**src/rtl/cp0_unit_pkg.sv**
```systemverilog
// ============================================================================
//  Module : cp0_unit_pkg
//  Brief  : CP0 register numbers, SR/Cause field positions and ExcCode values.
//  Rev    : 1.0  initial release
// ============================================================================
`default_nettype none

package cp0_unit_pkg;

  localparam logic [4:0] c_reg_count   = 5'd9;
  localparam logic [4:0] c_reg_compare = 5'd11;
  localparam logic [4:0] c_reg_sr      = 5'd12;
  localparam logic [4:0] c_reg_cause   = 5'd13;
  localparam logic [4:0] c_reg_epc     = 5'd14;
  localparam logic [4:0] c_reg_prid    = 5'd15;

  localparam int c_sr_ie      = 0;
  localparam int c_sr_exl     = 1;
  localparam int c_im_lo      = 10;
  localparam int c_im_hi      = 15;
  localparam int c_cause_bd   = 31;
  localparam int c_exccode_lo = 2;
  localparam int c_exccode_hi = 6;

  localparam logic [4:0] c_exc_int  = 5'd0;
  localparam logic [4:0] c_exc_adel = 5'd4;
  localparam logic [4:0] c_exc_ades = 5'd5;
  localparam logic [4:0] c_exc_ri   = 5'd10;
  localparam logic [4:0] c_exc_ov   = 5'd12;

endpackage

`default_nettype wire

```
**src/rtl/cp0_unit_timer.sv**
```systemverilog
// ============================================================================
//  Module : cp0_timer
//  Brief  : Free-running Count, Compare and sticky timer-pending flag.
//  Rev    : 1.0  initial release
// ============================================================================
`default_nettype none

module cp0_timer (
  input  logic        clk,
  input  logic        reset,
  input  logic        we_count,
  input  logic        we_compare,
  input  logic [31:0] din,
  output logic [31:0] count,
  output logic [31:0] compare,
  output logic        timer_pend
);

  logic [31:0] r_count;
  logic [31:0] r_compare;
  logic        r_pend;

  always_ff @(posedge clk) begin
    if (reset) begin
      r_count   <= '0;
      r_compare <= '0;
      r_pend    <= 1'b0;
    end else begin
      r_count <= we_count ? din : r_count + 32'd1;
      if (we_compare) begin
        r_compare <= din;
        r_pend    <= 1'b0;
      end else if ((r_count == r_compare) && (r_compare != 32'd0)) begin
        r_pend <= 1'b1;
      end
    end
  end

  assign count      = r_count;
  assign compare    = r_compare;
  assign timer_pend = r_pend;

endmodule

`default_nettype wire

```
**src/rtl/cp0_unit.sv**
```systemverilog
// ============================================================================
//  Module : cp0_unit
//  Brief  : CP0 exception/interrupt controller (SR/Cause/EPC/PRId) at M stage.
//           Optional Count/Compare timer enabled by defining CP0_TIMER_EN.
//  Rev    : 1.0  initial release
// ============================================================================
`default_nettype none

module cp0_unit
  import cp0_unit_pkg::*;
#(
  parameter logic [31:0] PRID_VAL = 32'h0000_2020
) (
  input  logic        clk,
  input  logic        reset,
  input  logic [4:0]  A1,
  input  logic [4:0]  A2,
  input  logic [31:0] DIn,
  input  logic        WE,
  input  logic [31:0] PC_M,
  input  logic [31:0] PC_E,
  input  logic        BD_M,
  input  logic [4:0]  ExcCodeM,
  input  logic        EXLClr,
  input  logic [5:0]  HWInt,
  output logic        IntReq,
  output logic [31:0] EPC,
  output logic [31:0] DOut
);

  logic [5:0]  r_im;
  logic        r_exl;
  logic        r_ie;
  logic        r_bd;
  logic [5:0]  r_ip;
  logic [4:0]  r_exccode;
  logic [31:0] r_epc;

  logic [5:0]  w_hwint;
  logic        w_int_pend;
  logic        w_exc_pend;
  logic        w_mtc0;
  logic [31:0] w_epc_base;
  logic [31:0] w_epc_next;
  logic [31:0] w_sr;
  logic [31:0] w_cause;

`ifdef CP0_TIMER_EN
  logic [31:0] w_count;
  logic [31:0] w_compare;
  logic        w_timer_pend;

  cp0_timer u_timer (
    .clk        (clk),
    .reset      (reset),
    .we_count   (w_mtc0 && (A2 == c_reg_count)),
    .we_compare (w_mtc0 && (A2 == c_reg_compare)),
    .din        (DIn),
    .count      (w_count),
    .compare    (w_compare),
    .timer_pend (w_timer_pend)
  );

  assign w_hwint = {HWInt[5] | w_timer_pend, HWInt[4:0]};
`else
  assign w_hwint = HWInt;
`endif

  assign w_int_pend = (|(w_hwint & r_im)) & r_ie & ~r_exl;
  assign w_exc_pend = (ExcCodeM != 5'd0) & ~r_exl;
  assign IntReq     = w_int_pend | w_exc_pend;
  assign w_mtc0     = WE & ~IntReq;

  // A bubble in M has no PC of its own; resume at the instruction behind it.
  assign w_epc_base = (PC_M != 32'd0) ? PC_M : PC_E;
  assign w_epc_next = BD_M ? (w_epc_base - 32'd4) : w_epc_base;

  always_ff @(posedge clk) begin
    if (reset) begin
      r_im      <= '0;
      r_exl     <= 1'b0;
      r_ie      <= 1'b0;
      r_bd      <= 1'b0;
      r_ip      <= '0;
      r_exccode <= '0;
      r_epc     <= '0;
    end else begin
      r_ip <= w_hwint;
      if (IntReq) begin
        r_exl     <= 1'b1;
        r_bd      <= BD_M;
        r_exccode <= w_int_pend ? c_exc_int : ExcCodeM;
        r_epc     <= w_epc_next & ~32'h3;
      end else begin
        if (w_mtc0 && (A2 == c_reg_sr)) begin
          r_im  <= DIn[c_im_hi:c_im_lo];
          r_ie  <= DIn[c_sr_ie];
          r_exl <= DIn[c_sr_exl] & ~EXLClr;
        end else if (EXLClr) begin
          r_exl <= 1'b0;
        end
        if (w_mtc0 && (A2 == c_reg_epc)) begin
          r_epc <= DIn & ~32'h3;
        end
      end
    end
  end

  always_comb begin
    w_sr                           = '0;
    w_sr[c_im_hi:c_im_lo]          = r_im;
    w_sr[c_sr_exl]                 = r_exl;
    w_sr[c_sr_ie]                  = r_ie;
    w_cause                        = '0;
    w_cause[c_cause_bd]            = r_bd;
    w_cause[c_im_hi:c_im_lo]       = r_ip;
    w_cause[c_exccode_hi:c_exccode_lo] = r_exccode;
  end

  always_comb begin
    DOut = '0;
    case (A1)
      c_reg_sr:      DOut = w_sr;
      c_reg_cause:   DOut = w_cause;
      c_reg_epc:     DOut = r_epc;
      c_reg_prid:    DOut = PRID_VAL;
`ifdef CP0_TIMER_EN
      c_reg_count:   DOut = w_count;
      c_reg_compare: DOut = w_compare;
`endif
      default:       DOut = '0;
    endcase
  end

  assign EPC = r_epc;

endmodule

`default_nettype wire

```
**config.mk**
```make
export PLATFORM = sky130hd
export DESIGN_NAME = cp0_unit
export DESIGN_NICKNAME = d
export VERILOG_FILES = /design/src/rtl/cp0_unit_pkg.sv /design/src/rtl/cp0_unit_timer.sv /design/src/rtl/cp0_unit.sv
export SDC_FILE = /design/constraint.sdc
export NUM_CORES = 1
export LEC_CHECK = 0
export BUFFER_PORTS_ARGS = -buffer_cell sky130_fd_sc_hd__clkbuf_2
export CAP_MARGIN = 20
export CORE_MARGIN = 4
export CORE_UTILIZATION = 50
export DETAILED_ROUTE_END_ITERATION = 8
export PLACE_DENSITY = 0.93
export SLEW_MARGIN = 20
export SYNTH_ARGS = -nofsm -noshare
export SYNTH_HDL_FRONTEND = slang
export SYNTH_SLANG_ARGS = --single-unit
```
**constraint.sdc**
```tcl
create_clock -name clk -period 6.17 [get_ports clk]
set_clock_uncertainty 0.1 [all_clocks]
set_input_delay 0.617 -clock clk [delete_from_list [all_inputs] [get_ports clk]]
set_output_delay 0.617 -clock clk [all_outputs]
set_load 0.005 [all_outputs]
```
# --- Yosys cells after proc, flatten, opt, wreduce, memory -nomap -nowiden ---
# Index checks and enable logic that the tools add are counted.
word_totals:
  regBits: 50
  in_bits: 122
  output_inout_bits: 65
  elab_cells: 41
classes:
  add_sub_neg: 1
  n_eq_ne: 6
  mux: 9
  bitwise_logic: 10
  reduce_logical: 8
op_table:
  columns: ["cell", "n"]
  rows:
  - ["32-bit two-way mux", 4]
  - ["32-bit case mux with 4 select lines", 1]
  - ["32-bit nonzero test", 1]
  - ["32-bit by 3-bit subtractor with 32-bit output (second input constant)", 1]
  - ["5-bit by 4-bit == test with 1-bit output (second input constant)", 6]
  - ["6-bit bitwise AND", 1]
  - ["6-bit OR reduction", 1]
  - ["1-bit bitwise AND", 5]
  - ["5-bit two-way mux", 1]
  - ["5-bit nonzero test", 1]
  - ["1-bit two-way mux", 3]
  - ["1-bit NOT", 3]
  - ["3-bit nonzero test", 1]
  - ["1-bit logical AND", 2]
  - ["2-bit AND reduction", 1]
  - ["2-bit nonzero test", 1]
  - ["1-bit OR", 1]

# --- Longest topological paths before layout ---
logic_depth:
  ltp_word: 10
  mapped_depth: 15
  mapped_depth_nobuf: 12

# --- Worst setup path after synthesis ---
# Ideal clock, no wire load.
synth_path:
  kind: "input -> register"
  from: "in PC_M[9]"
  to: "reg r_epc[26], in the netlist EPC[26]"
  setup_ns: 0.127
  arrival_time_ns: 3.375
  t_required_ns: 5.943
  path_slack_ns: 2.568
  stages: 15
  n_path_buf: 4
  path_cell_list: "clkbuf_1 > nor3_1 > nand2_1 > nor3_1 > clkbuf_1 > buf_2 > a21oi_1 > ha_1 > and3b_1 > nand3_1 > a211o_1 > or4_1 > buf_2 > o311ai_1 > nand3_1"
synth_between:
  elab_chain_len: 5
synth_lines:
  columns: ["item", "line_no", "rtl"]
  rows:
  - ["from (decl)", "cp0_unit.sv:20", "input logic [31:0] PC_M,"]
  - ["32-bit nonzero test", "cp0_unit.sv:75", "assign w_epc_base = (PC_M != 32'd0) ? PC_M : PC_E;"]
  - ["32-bit two-way mux *", "cp0_unit.sv:75", null]
  - ["32-bit by 3-bit subtractor with 32-bit output", "cp0_unit.sv:76", "assign w_epc_next = BD_M ? (w_epc_base - 32'd4) : w_epc_base;"]
  - ["32-bit two-way mux *", "cp0_unit.sv:76", null]
  - ["32-bit two-way mux *", "cp0_unit.sv:89", "if (IntReq) begin"]
  - ["to (signal assigned)", "cp0_unit.sv:93", "r_epc <= w_epc_next & ~32'h3;"]
  - ["to (signal assigned)", "cp0_unit.sv:103", "r_epc <= DIn & ~32'h3;"]
  - ["to (decl)", "cp0_unit.sv:37", "logic [31:0] r_epc;"]
# Every way passes the cells marked *; elsewhere a longest branch is shown, timed or not.
# A chain may end at the register's enable or synchronous reset.

# --- Worst setup path after layout ---
layout_path:
  from: "in PC_M[2]"
  to: "reg r_epc[28], in the netlist EPC[28]"
# Same word-level chain as after synthesis.

==> results by stage <==
Outcome:
- The run finished with clean final reports.

Cells and area:
- The growth of design area from synthesis to finish is 27.8%.
- The layout cell share with drive strength beyond 1 is approximately 29%.
- The repair_antennas step left the layout with diodes totalling 0.
- Counting the fill cells in the layout gives between 600 and 700.
- The net count of the finished layout is ~800.
- Once layout is complete, the utilization of the core stands at 66.7%.

Clock tree:
- The largest buffer count on any clock path is 2.
- After clock tree synthesis, the clock-pin slew on the worst setup and hold paths is about 0.09 ns.
- The post-CTS setup-driven buffer insertion count is 0.
- The number of buffers added by the clock tree synthesis step is 5.
- The clock latency reported for the late side of the worst-skew pair is about 0.3 ns.
- TritonCTS built the clock tree.
- The level count of the clock H-tree is 2.
- The quantity of hold-fixing buffers added after cts is 0.
- The tree built by TritonCTS fans out to 50 sinks.
- The clock root buffer master is clkbuf_8.
- The post-CTS resize count is 0.

Logic synthesis:
- After synthesis, the cell types taking the most area are dfxtp_1, nand2_1, a21oi_1.
- Synthesis handed over a netlist of 544 instances.
- The number of flops mapped to enable cells by yosys is 0.
- The share of Yosys cell area claimed by the top area cell type is 26.2%.
- After synthesis, the most frequently instantiated cells are nand2_1, nor2_1, dfxtp_1, a21oi_1, nor3_1.
- The most common cell in the synthesized netlist is nand2_1.
- After synthesis, the share of flip-flops with an asynchronous set or reset is 0%.
- The cell type contributing the most total cell area after synthesis is dfxtp_1.
- The number of warnings printed during yosys synthesis is 0.
- The sequential element share of the synthesized area is between 20% and 30%.
- The synthesized area divided by synthesized cell count is around 7 um^2.
- The flip-flop and latch count after synthesis is 50.
- After synthesis the cells add up to approximately 3800 um^2.
- The synthesized netlist contains between 60 and 70 unique library cells.
- The most used flip-flop cell after synthesis is dfxtp_1.

Setup path:
- For the worst setup path, the data required time is 6.28 ns.
- The worst setup path is of the in -> reg kind.
- The type of destination of the critical path is a flip-flop.
- STA classifies the critical path startpoint as an input port.
- Data arrives at the worst endpoint at 3.69 ns.
- The largest fanout on the critical path is 8.

Power and ir drop:
- The sequential fraction of design power is 43.3%.
- The analysis attributes to net switching a power of 242 uW.
- In this run, the combinational gates consume about a quarter of the power.
- The internal portion of the total power is between 600 and 700 uW.
- In this run the static leakage power is slightly above 0.002 uW.
- In this run, the clock network consumes between 30% and 40% of the power.
- Of the total power, the share spent switching nets is between 20 and 30%.
- Dividing total power by cell area gives a power density of approximately 170 nW/um^2.
- The highest ir drop seen on vdd is approximately 0.0001 V.

Detailed routing:
- The DRC violation total after the first TritonRoute iteration is 552.
- The uppermost metal layer occupied by signal nets is met4.
- The via density per instance is about 6.1.
- The detailed-router iteration count before antenna repair is 5.
- The final layout contains routed wiring with a total length of 13800 um.
- Dividing the detail-routed wire length by the instance count gives approximately 17 um.
- Summed over all nets, wire length on met2 after detailed routing comes to ~6300 um.
- After detailed routing, the wire length on met1 is about 5600 um.
- After detailed routing, the number of remaining DRC violations is 0.
- Summed over all nets, wire length on met3 after detailed routing comes to ~1600 um.
- The routed layout has just under 5000 vias.
- Once detail routing completed, the nets flagged for antenna violations numbered 0.

STA:
- The setup TNS is 0 ns.
- The count of endpoints failing hold in the final timing report was 0.
- Setup repair after global routing left no endpoint under its margin.
- Measured against its own limit, the worst slew margin works out to a little under a third.
- The final critical-path share of the clock period is 58.1%.
- The clock period minus final worst setup slack is 3.58 ns.
- Setup violations remaining at the end of the flow were counted as 0.
- Derived from the worst setup path, the maximum achievable clock frequency is ~0.28 GHz.
- The number of max-slew violations in the final report is 0.
- The transition time of the tightest slew-check pin is 1.02 ns.

Global routing:
- The initial antenna violation count was 0.
- The number of global-route vias before repair was 4458.
- Entering global routing, the biggest net connects 65 pins.
- The aggregate global-route resource usage is 29.3%.
- The total global routing overflow is 0.
- The first global-routing pass estimated 21400 um of wire.

Worst hold path:
- The tightest min-delay check is of the reg -> reg type.

Die:
- The number of rows in the core area is 31.
- During I/O placement, the number of pins put on the boundary was roughly 190.
- The initial core utilization is between 50% and 60%.
- The overall die area is 9120 um^2.
- The die is about 95 um wide.
- The vertical die dimension is 95.5 um.
- The core box area is between 7000 and 8000 um^2.

Placed design:
- The sum of net half-perimeters after detailed placement is about 11000 um.
- The congestion estimate from routability-driven global placement came to ~0.91.
- In this run the tool buffered the top-level ports with ~180 buffer cells.

Job:
- Max-cap violations in this run came to 0.
## layout by cell type (no fill, tap or decap), types with 8 or more instances in the layout
master      n
clkbuf_2  182
nand2_1    85
nor2_1     58
dfxtp_1    50
a21oi_1    46
nor3_1     28
and2_1     19
o21ai_0    17
nand3_1    16
a311oi_1   14
mux2i_1    12
nor2b_1    11
a31oi_1    11
nor4_1     10
a22oi_1    10
a211oi_1    8
## kinds of logic (layout without fill, tap and decap cells)
| kind of cell | after synthesis | after routing | share of synthesized area [%] |
|---|---|---|---|
| AO/OA/AOI/OAI | 158 | 158 | 28.5 |
| other | 1 | 2 | 0.0980 |
| multiplexers | 12 | 12 | 3.14 |
| flip-flops | 50 | 50 | 26.2 |
| AND/OR/NAND/NOR | 270 | 270 | 34.9 |
| buffers and inverters | 41 | 198 | 4.32 |
| XOR/XNOR | 11 | 11 | 2.52 |
| adder cells (fa/ha/maj) | 1 | 1 | 0.327 |
## power groups by stage
stage          Clock (uW)  Sequential [uW]  Combinational, uW
2_1_floorplan           0              369               94.7
3_3_place_gp            0              372                189
3_5_place_dp            0              374                195
4_1_cts               280              366                196
5_1_grt               295              369                219
6_report              281              367                199
## per-layer routing
metal,up-vias,global-route usage (%)
met3,37,4.74
met5,-,0
li1,2342,-
met4,0,8.29
met1,2217,39.7
met2,327,47.9
## sequential cells by signal (all words and copies together), names as in the netlist
register   count
r_exl          1
r_im           6
EPC           30
r_exccode      5
r_ip           6
r_ie           1
r_bd           1
## per-stage QoR
| step | power [uW] | instances | instance area (um^2) | hold WS, ns | setup slack (ns) |
|---|---|---|---|---|---|
| floorplan | 464 | 545 | 3830 | 0.332 | 2.57 |
| global placement | 561 | 793 | 4750 | 0.338 | 2.41 |
| detailed placement | 568 | 793 | 4750 | 0.345 | 2.41 |
| CTS | 842 | 801 | 4890 | 0.358 | 2.71 |
| global route | 882 | 801 | 4890 | 0.379 | 2.34 |
| finish | 847 | 801 | 4890 | 0.355 | 2.59 |
## critical path: stages
cell      delay, ns
clkbuf_2       0.09
nor3_1         0.47
nand4_1        0.30
nor3_2         0.39
a21oi_1        0.17
ha_1           0.21
and3b_1        0.23
nand3_1        0.18
a211o_1        0.22
or4_1          0.31
o21ai_0        0.23
a221oi_2       0.26
## area by class of cell
cell class              count  area (um^2)  area share (%)
inverters                   5         18.8           0.384
repair buffers            185          933            19.1
multi-input cells         454         2670            54.6
well taps                  99          124            2.53
flip-flops and latches     50         1000            20.5
clock buffers               6         82.6            1.69
clock inverters             2         60.1            1.23
## path summary, 6_finish.rpt
| kind | start | cells after the start | endpoint | slack (ns) |
|---|---|---|---|---|
| hold / removal | r_exccode[0] | 2 | r_exccode[0] | 0.35 |
| hold reg to reg | r_exccode[0] | 2 | r_exccode[0] | 0.35 |
| setup / recovery | PC_M[2] | 12 | EPC[28] | 2.59 |
| setup reg to reg | r_im[2] | 8 | EPC[26] | 3.67 |
(Power assumes the default switching activity.)
